`src/rtl/uart_tx_sched_pkg.sv`:
```
// uart_tx_sched_pkg
// Shared definitions for the UART transmit scheduler:
//   sched_state_e - FSM state encoding
//   HDR_MARK      - upper nibble of every channel-ID header byte
//   hdr_byte()    - builds the {mark, id} header byte for a requester index
package uart_tx_sched_pkg;

    typedef enum logic [2:0] {
        ST_IDLE    = 3'd0,
        ST_HDR     = 3'd1,
        ST_DATA    = 3'd2,
        ST_WAIT_HI = 3'd3,
        ST_WAIT_LO = 3'd4
    } sched_state_e;

    localparam logic [3:0] HDR_MARK = 4'hA;

    function automatic logic [7:0] hdr_byte(input logic [3:0] id);
        return {HDR_MARK, id};
    endfunction

endpackage

```
`src/rtl/uart_tx_sched_arb.sv`:
```
// rr_arbiter
// Combinational round-robin arbiter: picks the first asserted request
// strictly after ptr, wrapping around, so ptr itself has lowest priority.
// Ports:
//   req   [N-1:0]  request vector
//   ptr   [IW-1:0] index of the previous winner
//   gnt   [N-1:0]  one-hot winner (0 when no request)
//   idx   [IW-1:0] binary index of the winner
//   found          some request was asserted
module rr_arbiter #(
    parameter int  N  = 4,
    localparam int IW = (N > 1) ? $clog2(N) : 1
) (
    input  logic [N-1:0]  req,
    input  logic [IW-1:0] ptr,
    output logic [N-1:0]  gnt,
    output logic [IW-1:0] idx,
    output logic          found
);

    logic [IW-1:0] cand;

    always_comb begin
        gnt   = '0;
        idx   = '0;
        found = 1'b0;
        cand  = '0;
        for (int k = 1; k <= N; k++) begin
            cand = IW'((int'(ptr) + k) % N);
            if (!found && req[cand]) begin
                found     = 1'b1;
                gnt[cand] = 1'b1;
                idx       = cand;
            end
        end
    end

endmodule

```
`src/rtl/uart_tx_sched.sv`:
```
// uart_tx_sched
// Shares one UART transmitter among NUM_REQ byte-stream requesters. A
// requester owns the UART for a whole packet (optionally prefixed by a
// {A, id} header byte); each byte goes through the UART start/busy handshake.
// Ports:
//   clk, rst                 clock, asynchronous active-low reset
//   req_valid/req_byte/req_last  per-requester byte stream (byte i at [8i+7:8i])
//   req_ready                one-cycle accept pulse per requester
//   grant                    one-hot current owner, 0 when idle
//   uart_transmit/uart_tx_byte   start pulse and byte to the UART
//   uart_is_transmitting     UART busy
//   busy                     scheduler not idle
//   tx_timeout               UART never acknowledged a start pulse
//   pkt_trunc                grant released at MAX_PKT without req_last
module uart_tx_sched
    import uart_tx_sched_pkg::*;
#(
    parameter int NUM_REQ       = 4,
    parameter int HEADER_EN     = 1,
    parameter int MAX_PKT       = 64,
    parameter int START_TIMEOUT = 16
) (
    input  logic                 clk,
    input  logic                 rst,
    input  logic [NUM_REQ-1:0]   req_valid,
    input  logic [8*NUM_REQ-1:0] req_byte,
    input  logic [NUM_REQ-1:0]   req_last,
    output logic [NUM_REQ-1:0]   req_ready,
    output logic [NUM_REQ-1:0]   grant,
    output logic                 uart_transmit,
    output logic [7:0]           uart_tx_byte,
    input  logic                 uart_is_transmitting,
    output logic                 busy,
    output logic                 tx_timeout,
    output logic                 pkt_trunc
);

    localparam int IW = $clog2(NUM_REQ);
    localparam int TW = $clog2(START_TIMEOUT);
    // The timeout pulse is registered and WAIT_HI starts one cycle after the
    // start pulse, so the counter fires two counts early to land the pulse
    // exactly START_TIMEOUT cycles after uart_transmit.
    localparam logic [TW-1:0] TMO_LAST = TW'(START_TIMEOUT - 2);
    localparam logic [7:0]    CNT_MAX  = 8'(MAX_PKT);

    sched_state_e         state_q, state_d;
    logic [NUM_REQ-1:0]   grant_q, grant_d;
    logic [IW-1:0]        idx_q, idx_d;
    logic [IW-1:0]        ptr_q, ptr_d;
    logic [7:0]           cnt_q, cnt_d;
    logic                 last_q, last_d;
    logic                 hdr_q, hdr_d;
    logic [TW-1:0]        tmo_q, tmo_d;
    logic                 uart_transmit_q, uart_transmit_d;
    logic [7:0]           uart_tx_byte_q, uart_tx_byte_d;
    logic [NUM_REQ-1:0]   req_ready_q, req_ready_d;
    logic                 tx_timeout_q, tx_timeout_d;
    logic                 pkt_trunc_q, pkt_trunc_d;

    logic [NUM_REQ-1:0]   arb_gnt;
    logic [IW-1:0]        arb_idx;
    logic                 arb_found;
    logic                 do_send;
    logic [IW-1:0]        send_idx;

    rr_arbiter #(.N(NUM_REQ)) u_arb (
        .req   (req_valid),
        .ptr   (ptr_q),
        .gnt   (arb_gnt),
        .idx   (arb_idx),
        .found (arb_found)
    );

    // Next-state logic. A send is registered on the transition into the
    // cycle where it is visible, so the start pulse, req_ready and the byte
    // appear together one cycle after the decision; DATA then sees its own
    // pulse in uart_transmit_q and moves on without resampling the requester.
    always_comb begin
        state_d         = state_q;
        grant_d         = grant_q;
        idx_d           = idx_q;
        ptr_d           = ptr_q;
        cnt_d           = cnt_q;
        last_d          = last_q;
        hdr_d           = hdr_q;
        tmo_d           = '0;
        uart_transmit_d = 1'b0;
        uart_tx_byte_d  = uart_tx_byte_q;
        req_ready_d     = '0;
        tx_timeout_d    = 1'b0;
        pkt_trunc_d     = 1'b0;
        do_send         = 1'b0;
        send_idx        = idx_q;

        case (state_q)
            ST_IDLE: begin
                if (arb_found && !uart_is_transmitting) begin
                    grant_d = arb_gnt;
                    idx_d   = arb_idx;
                    ptr_d   = arb_idx;
                    cnt_d   = '0;
                    last_d  = 1'b0;
                    if (HEADER_EN != 0) begin
                        state_d         = ST_HDR;
                        hdr_d           = 1'b1;
                        uart_transmit_d = 1'b1;
                        uart_tx_byte_d  = hdr_byte(4'(arb_idx));
                    end else begin
                        state_d  = ST_DATA;
                        hdr_d    = 1'b0;
                        do_send  = 1'b1;
                        send_idx = arb_idx;
                    end
                end
            end
            ST_HDR: begin
                state_d = ST_WAIT_HI;
            end
            ST_DATA: begin
                if (uart_transmit_q) begin
                    state_d = ST_WAIT_HI;
                end else if (req_valid[idx_q] && !uart_is_transmitting) begin
                    do_send = 1'b1;
                end
            end
            ST_WAIT_HI: begin
                if (uart_is_transmitting) begin
                    state_d = ST_WAIT_LO;
                end else if (tmo_q == TMO_LAST) begin
                    tx_timeout_d = 1'b1;
                    grant_d      = '0;
                    hdr_d        = 1'b0;
                    state_d      = ST_IDLE;
                end else begin
                    tmo_d = tmo_q + 1'b1;
                end
            end
            ST_WAIT_LO: begin
                if (!uart_is_transmitting) begin
                    if (hdr_q) begin
                        hdr_d   = 1'b0;
                        state_d = ST_DATA;
                        do_send = req_valid[idx_q];
                    end else if (last_q) begin
                        grant_d = '0;
                        state_d = ST_IDLE;
                    end else if (cnt_q == CNT_MAX) begin
                        pkt_trunc_d = 1'b1;
                        grant_d     = '0;
                        state_d     = ST_IDLE;
                    end else begin
                        state_d = ST_DATA;
                        do_send = req_valid[idx_q];
                    end
                end
            end
            default: begin
                state_d = ST_IDLE;
                grant_d = '0;
            end
        endcase

        if (do_send) begin
            uart_transmit_d = 1'b1;
            uart_tx_byte_d  = req_byte[{send_idx, 3'b000} +: 8];
            req_ready_d     = NUM_REQ'(1) << send_idx;
            last_d          = req_last[send_idx];
            cnt_d           = cnt_d + 8'd1;
        end
    end

    // State and output registers; reset puts the pointer on the last
    // requester so requester 0 wins the first arbitration.
    always_ff @(posedge clk or negedge rst) begin
        if (!rst) begin
            state_q         <= ST_IDLE;
            grant_q         <= '0;
            idx_q           <= '0;
            ptr_q           <= IW'(NUM_REQ - 1);
            cnt_q           <= '0;
            last_q          <= 1'b0;
            hdr_q           <= 1'b0;
            tmo_q           <= '0;
            uart_transmit_q <= 1'b0;
            uart_tx_byte_q  <= '0;
            req_ready_q     <= '0;
            tx_timeout_q    <= 1'b0;
            pkt_trunc_q     <= 1'b0;
        end else begin
            state_q         <= state_d;
            grant_q         <= grant_d;
            idx_q           <= idx_d;
            ptr_q           <= ptr_d;
            cnt_q           <= cnt_d;
            last_q          <= last_d;
            hdr_q           <= hdr_d;
            tmo_q           <= tmo_d;
            uart_transmit_q <= uart_transmit_d;
            uart_tx_byte_q  <= uart_tx_byte_d;
            req_ready_q     <= req_ready_d;
            tx_timeout_q    <= tx_timeout_d;
            pkt_trunc_q     <= pkt_trunc_d;
        end
    end

    assign grant         = grant_q;
    assign req_ready     = req_ready_q;
    assign uart_transmit = uart_transmit_q;
    assign uart_tx_byte  = uart_tx_byte_q;
    assign tx_timeout    = tx_timeout_q;
    assign pkt_trunc     = pkt_trunc_q;
    assign busy          = (state_q != ST_IDLE);

endmodule

```
`config.mk`:
```
export PLATFORM = sky130hd
export DESIGN_NAME = uart_tx_sched
export DESIGN_NICKNAME = d
export VERILOG_FILES = /design/src/rtl/uart_tx_sched_pkg.sv /design/src/rtl/uart_tx_sched_arb.sv /design/src/rtl/uart_tx_sched.sv
export SDC_FILE = /design/constraint.sdc
export NUM_CORES = 1
export LEC_CHECK = 0
export ABC_AREA = 0
export BUFFER_PORTS_ARGS = -buffer_cell sky130_fd_sc_hd__clkbuf_2
export CORE_ASPECT_RATIO = 1.75
export CORE_MARGIN = 2
export CORE_UTILIZATION = 40
export CTS_CLUSTER_DIAMETER = 100
export CTS_CLUSTER_SIZE = 28
export DETAILED_ROUTE_END_ITERATION = 8
export SYNTH_ARGS = -nofsm -noshare
export SYNTH_HDL_FRONTEND = slang
export SYNTH_SLANG_ARGS = --single-unit
```
`constraint.sdc`:
```
create_clock -name clk -period 2.95 [get_ports clk]
set_input_delay 0.4425 -clock clk [delete_from_list [all_inputs] [get_ports clk]]
set_output_delay 0.4425 -clock clk [all_outputs]
set_load 0.01 [all_outputs]
```
==> flow_summary.json, run 1 <==
{
  "synth_top_area_frac": 0.384,
  "fmax_mhz": 420,
  "antenna_cells": 0,
  "die_h_um": 108,
  "dpl_worst_slack_ps": 591,
  "cts_tree": "built",
  "end_kind": "flop",
  "synth-edff-count": 0,
  "dpl.cell_count": 389,
  "critPathRequiredTime_ps": 3170,
  "hold_slack_ps": 284,
  "cts_hold_buf": 0,
  "grt-ovfl-total": 0,
  "nFillCells": 635,
  "htreeDepth": 2,
  "grt_usage": 0.186,
  "drc": 0,
  "rsz0062_at_grt": "no",
  "ant_nets": 0,
  "synth_area_um2": 2480,
  "grt_max_degree": 41,
  "instances_no_fill": 397,
  "synth_area_leader_cell": "dfrtp_1",
  "crit_path_start_kind": "flop",
  "p_total_w": 0.00245,
  "core_um2": 6090,
  "fp-row-count": 38,
  "leakage_nw": 1.40,
  "setup_violations": 0,
  "synth_seq_cells": 40,
  "tightest_slew_ps": 978,
  "chipWidth_um": 63.5,
  "postCtsResizedCells": 0,
  "firstDrtPassIters": 4,
  "setup_slack_ps": 568,
  "final_hold_viol_count": 0,
  "cap_violations": 0,
  "syn-instance-count": 257,
  "synth_async_sr_flop_share": 1.00,
  "crit_buf_inv": 1,
  "ctsRootBufferMaster": "clkbuf_8",
  "synth.area.top_cells": "dfrtp_1 38%, mux4_2 11%, nand2_1 7.0%, ha_1 5.6%, o21ai_0 3.0%",
  "post-cts-setup-buffer-count": 0,
  "syn_avg_cell_area_um2": 9.64,
  "critical-path-max-stage-delay_ps": 550,
  "start_util": 0.407,
  "drive_gt1_frac": 0.284,
  "outcome": "completed",
  "ir_worst_vdd_mv": 0.354,
  "fp.dieArea_um2": 6870,
  "hp-class": "in -> async",
  "via_per_inst": 5.44,
  "dpl.hpwl_um": 4510,
  "routedWlPerCell_um": 14.9,
  "synth_fp_nets": 311,
  "setup_tns_ps": 0,
  "cp_max_fo": 9,
  "cts_inserted_buffers": 5,
  "fin_skew_ps": 9.18,
  "clk_latency_ps": 300,
  "worstPathCellList": "inv_1 -> ha_1 -> and3b_1 -> a211oi_1 -> a311oi_1 -> a221oi_1 -> o2bb2ai_1",
  "crit_path_top_delay_cell": "a311oi_1",
  "synth.distinct_cells": 45,
  "antenna_found_initial": 0,
  "worstPathArrival_ps": 2600,
  "finalCritPeriodShare": 0.808,
  "gp_congestion": 0.866,
  "drt-initial-drc-count": 69,
  "drv_slew": 0,
  "grt_pass1_wl_um": 10000,
  "critPathKind": "reg -> reg",
  "route.vias.total": 2159,
  "io_pins": 63,
  "clk_pin_slew_worst_paths_ps": 80,
  "grt_pass1_vias": 2178,
  "clkSinkCount": 40,
  "nNetsFinal": 370,
  "relSlewSlack": 0.348,
  "ctsLongestPathBuffers": 2,
  "io_buffers": 62,
  "path_delay_family": "compound AO/OA/AOI/OAI gates",
  "area_delta_synth_final_pct": 19.3,
  "yosysSeqAreaShare": 0.405,
  "drt_wl_total_um": 5940,
  "synthFlopType": "dfrtp_1",
  "ys_warn_count": 0,
  "fin_crit_ps": 2380,
  "power_density_nw_per_um2": 828
}
[layer usage]
layer | routed length [µm] | global-route usage
met2 | 3240 | 0.329
met4 | 194 | 0.0994
met5 | 0 | 0
met1 | 2310 | 0.213
met3 | 200 | 0.0281
[final cells by class]
type | instances | area, µm² | share of cell area
clock buffers | 7 | 76.3 | 0.0258
inverters | 6 | 22.5 | 0.00761
clock inverters | 1 | 5.00 | 0.00169
multi-input cells | 193 | 1380 | 0.467
repair buffers | 70 | 370 | 0.125
flip-flops and latches | 40 | 1000 | 0.339
well taps | 80 | 100 | 0.0338
[per-stage QoR]
step | instance area (µm²) | utilization
2_1_floorplan | 2480 | -
5_1_grt | 2960 | 0.486
6_report | 2960 | 0.486
3_5_place_dp | 2880 | 0.473
3_3_place_gp | 2880 | 0.473
4_1_cts | 2960 | 0.486
[cell families after synthesis]
| group | after synthesis | synth area share |
|---|---|---|
| AND/OR/NAND/NOR | 103 | 0.200 |
| AO/OA/AOI/OAI | 59 | 0.162 |
| flip-flops | 40 | 0.405 |
| buffers and inverters | 24 | 0.0384 |
| multiplexers | 16 | 0.125 |
| adder cells (fa/ha/maj) | 11 | 0.0555 |
| XOR/XNOR | 4 | 0.0141 |
[synth_stat cells (3+ instances only)]
master	count
o31ai_1	4
clkbuf_1	13
inv_1	6
a21o_1	7
a221oi_1	5
mux2i_1	4
mux4_2	12
nand3_1	8
buf_2	4
nor2_1	16
a21oi_1	8
a211oi_1	3
xnor2_1	3
o21ai_1	3
nand2_1	46
o21ai_0	15
o2bb2ai_1	4
nor3_1	4
ha_1	11
nor4_1	4
or4_1	3
dfrtp_1	38
and3b_1	3
or3_1	4
[where the power goes]
part / total [W] / leakage [nW] / switching [W] / internal (W)
clock network: 0.000353 / 0.0422 / 0.000187 / 0.000166
registers: 0.000850 / 0.521 / 0.000138 / 0.000712
logic: 0.00124 / 0.838 / 0.000687 / 0.000557
total: 0.00245 / 1.40 / 0.00101 / 0.00144
[registers in the layout (all words and copies together) (netlist names), 2 cells and up]
name / count
tmo_q: 4
cnt_q: 8
idx_q: 2
ptr_q: 2
grant: 4
state_q: 3
uart_tx_byte: 8
req_ready: 4
[cells in the final DEF (no fill, tap or decap), types with 5 or more instances in the layout]
cell type	n
nand3_1	8
a221oi_1	5
clkbuf_8	5
nor2_1	16
clkbuf_2	62
mux4_2	12
nand2_1	46
a21o_1	7
ha_1	11
inv_1	6
o21ai_0	15
dfrtp_1	38
buf_4	8
a21oi_1	8
[worst paths after layout]
kind | from | endpoint | slack [ps] | depth (start not counted)
setup / recovery | ptr_q[0]$_DFFE_PN1P_ | grant[0]$_DFFE_PN0P_ | 570 | 7
hold / removal | rst | uart_tx_byte[4]$_DFFE_PN0P_ | 280 | 1
setup reg to reg | ptr_q[0]$_DFFE_PN1P_ | grant[0]$_DFFE_PN0P_ | 570 | 7
hold reg to reg | tmo_q[0]$_DFF_PN0_ | tmo_q[0]$_DFF_PN0_ | 490 | 1
max in group asynchronous | rst | grant[1]$_DFFE_PN0P_ | 2050 | 1
min in group clk | uart_is_transmitting | tx_timeout$_DFF_PN0_ | 430 | 2
No activity file was read; power rests on OpenSTA's default activity.
==> run 2, diff against run 1 <==
Clock period 2.95 ns to 2.45 ns, I/O delays scaled along.
==> run 2 against run 1 <==
Against the previous run: non-clock buffer count increased by 8; highest routed layer unchanged; design area increased by 2.6%; largest cell class unchanged; critical path type unchanged; wire length increased by 2.6%; core utilization increased by 1.3 points; sequential share of layout area decreased by 0.87 points; worst hold slack got worse by 170 ps; critical path depth decreased by 2; cell count increased by 2.0%; critical endpoint is now cnt_q[5]$_DFF_PN0_; clock-buffer cell count decreased by 1; power increased by 24%; sequential power increased by 17%; maximum frequency increased by 5.8%.
==> flow_summary.json, run 2 (synthesized netlist as in run 1, its figures left out) <==
{
  "fmax_mhz": 444,
  "grt_pass1_vias": 2074,
  "crit_buf_inv": 0,
  "r2r-end": "cnt_q[5]$_DFF_PN0_",
  "chipWidth_um": 63.5,
  "start_util": 0.407,
  "outcome": "completed",
  "setup_tns_ps": 0,
  "grt_max_degree": 41,
  "ir_worst_vdd_mv": 0.519,
  "p_total_w": 0.00304,
  "htreeDepth": 2,
  "power_density_nw_per_um2": 1000,
  "final_util": 0.499,
  "drc": 0,
  "critPathRequiredTime_ps": 2680,
  "crit_path_start_kind": "flop",
  "worstPathCellList": "or4b_1 -> a21o_1 -> a21o_1 -> or4_1 -> a21oi_1",
  "mostFrequentLayoutCells": "62 x clkbuf_2, 46 x nand2_1, 38 x dfrtp_1",
  "antenna_cells": 0,
  "postCtsResizedCells": 0,
  "fin_area_um2": 3040,
  "ant_nets": 0,
  "area_delta_synth_final_pct": 22.5,
  "clkSinkCount": 40,
  "hold_slack_ps": 117,
  "antenna_found_initial": 0,
  "relSlewSlack": 0.658,
  "gp_congestion": 0.822,
  "cts_tree": "built",
  "critical-path-max-stage-delay_ps": 550,
  "tightest_slew_ps": 513,
  "place_area_um2": 2940,
  "crit_path_top_delay_cell": "or4b_1",
  "route.vias.total": 2203,
  "drive_gt1_frac": 0.311,
  "cts_inserted_buffers": 5,
  "crit_top_cell": "a21o_1",
  "clk_pin_slew_worst_paths_ps": 80,
  "drv_slew": 0,
  "grt-ovfl-total": 0,
  "grt_usage": 0.190,
  "cts_hold_buf": 0,
  "cap_violations": 0,
  "io_buffers": 62,
  "ctsLongestPathBuffers": 2,
  "leakage_nw": 1.45,
  "hp-class": "in -> async",
  "layout_commonest_cell": "clkbuf_2",
  "firstDrtPassIters": 4,
  "routedWlPerCell_um": 15.0,
  "end_kind": "flop",
  "finalCritPeriodShare": 0.919,
  "post-cts-setup-buffer-count": 0,
  "fin_skew_ps": 6.04,
  "dpl.hpwl_um": 4700,
  "fp-row-count": 38,
  "critPathKind": "reg -> reg",
  "drt-initial-drc-count": 73,
  "ctsRootBufferMaster": "clkbuf_8",
  "setup_violations": 0,
  "drt_wl_total_um": 6090,
  "via_per_inst": 5.44,
  "final_hold_viol_count": 0,
  "path_delay_family": "simple AND/OR/NAND/NOR gates",
  "fp.dieArea_um2": 6870,
  "reg2reg_slack_ps": 200,
  "io_pins": 63,
  "clk_latency_ps": 300,
  "rr_worst_depth": 5,
  "cp_max_fo": 14,
  "core_um2": 6090,
  "grt_pass1_wl_um": 10200,
  "worstPathArrival_ps": 2480,
  "fin_crit_ps": 2250,
  "rsz0062_at_grt": "no",
  "die_h_um": 108,
  "nNetsFinal": 378,
  "r2r_start": "state_q[0]$_DFFE_PN0P_"
}
## run 2: report_power, final
| group | switching (W) | total, W | internal [W] |
|---|---|---|---|
| logic | 0.000881 | 0.00159 | 0.000714 |
| clock network | 0.000233 | 0.000458 | 0.000225 |
| registers | 0.000134 | 0.000991 | 0.000857 |
| total | 0.00125 | 0.00304 | 0.00180 |
## run 2: cell type report
class,count,area (µm²)
clock buffer,6,82.6
clock inverter,2,10.0
fill,640,3050
inverter,6,22.5
multi-input combinational,193,1390
sequential,40,1000
tap,80,100
timing repair buffer,78,430
## run 2: per-layer routing
metal	global-route usage	vias to the layer above	wire (µm)
li1	-	1073	-
met1	0.224	1073	2460
met2	0.340	52	3350
met3	0.0323	5	180
met4	0.0761	0	107
met5	0	-	0
## run 2: how the worst max path moves through the flow
| stage | start | endpoint | slack, ps | cells after the start |
|---|---|---|---|---|
| 2_1_floorplan | ptr_q[0]$_DFFE_PN1P_ | grant[0]$_DFFE_PN0P_ | 30 | 9 |
| 4_1_cts | state_q[0]$_DFFE_PN0P_ | cnt_q[5]$_DFF_PN0_ | 200 | 5 |
| 3_5_place_dp | req_valid[0] | cnt_q[6]$_DFF_PN0_ | 120 | 8 |
| 6_report | state_q[0]$_DFFE_PN0P_ | cnt_q[5]$_DFF_PN0_ | 200 | 5 |
| 5_1_grt | state_q[0]$_DFFE_PN0P_ | cnt_q[6]$_DFF_PN0_ | 90 | 5 |
| 3_3_place_gp | state_q[0]$_DFFE_PN0P_ | cnt_q[6]$_DFF_PN0_ | 240 | 6 |
## run 2: worst reg2reg max path, delay by kind of cell (launching register included)
family	cells	cell delay, ps
compound gates	3	690
simple gates	2	1090
flops	1	400
## run 2: through the flow
| stage | instances | setup WS [ps] |
|---|---|---|
| final | 405 | 199 |
| after global routing | 405 | 87.6 |
| after global placement | 397 | 244 |
| after floorplan | 257 | 25.2 |
| after detailed placement | 397 | 120 |
| after CTS | 405 | 199 |
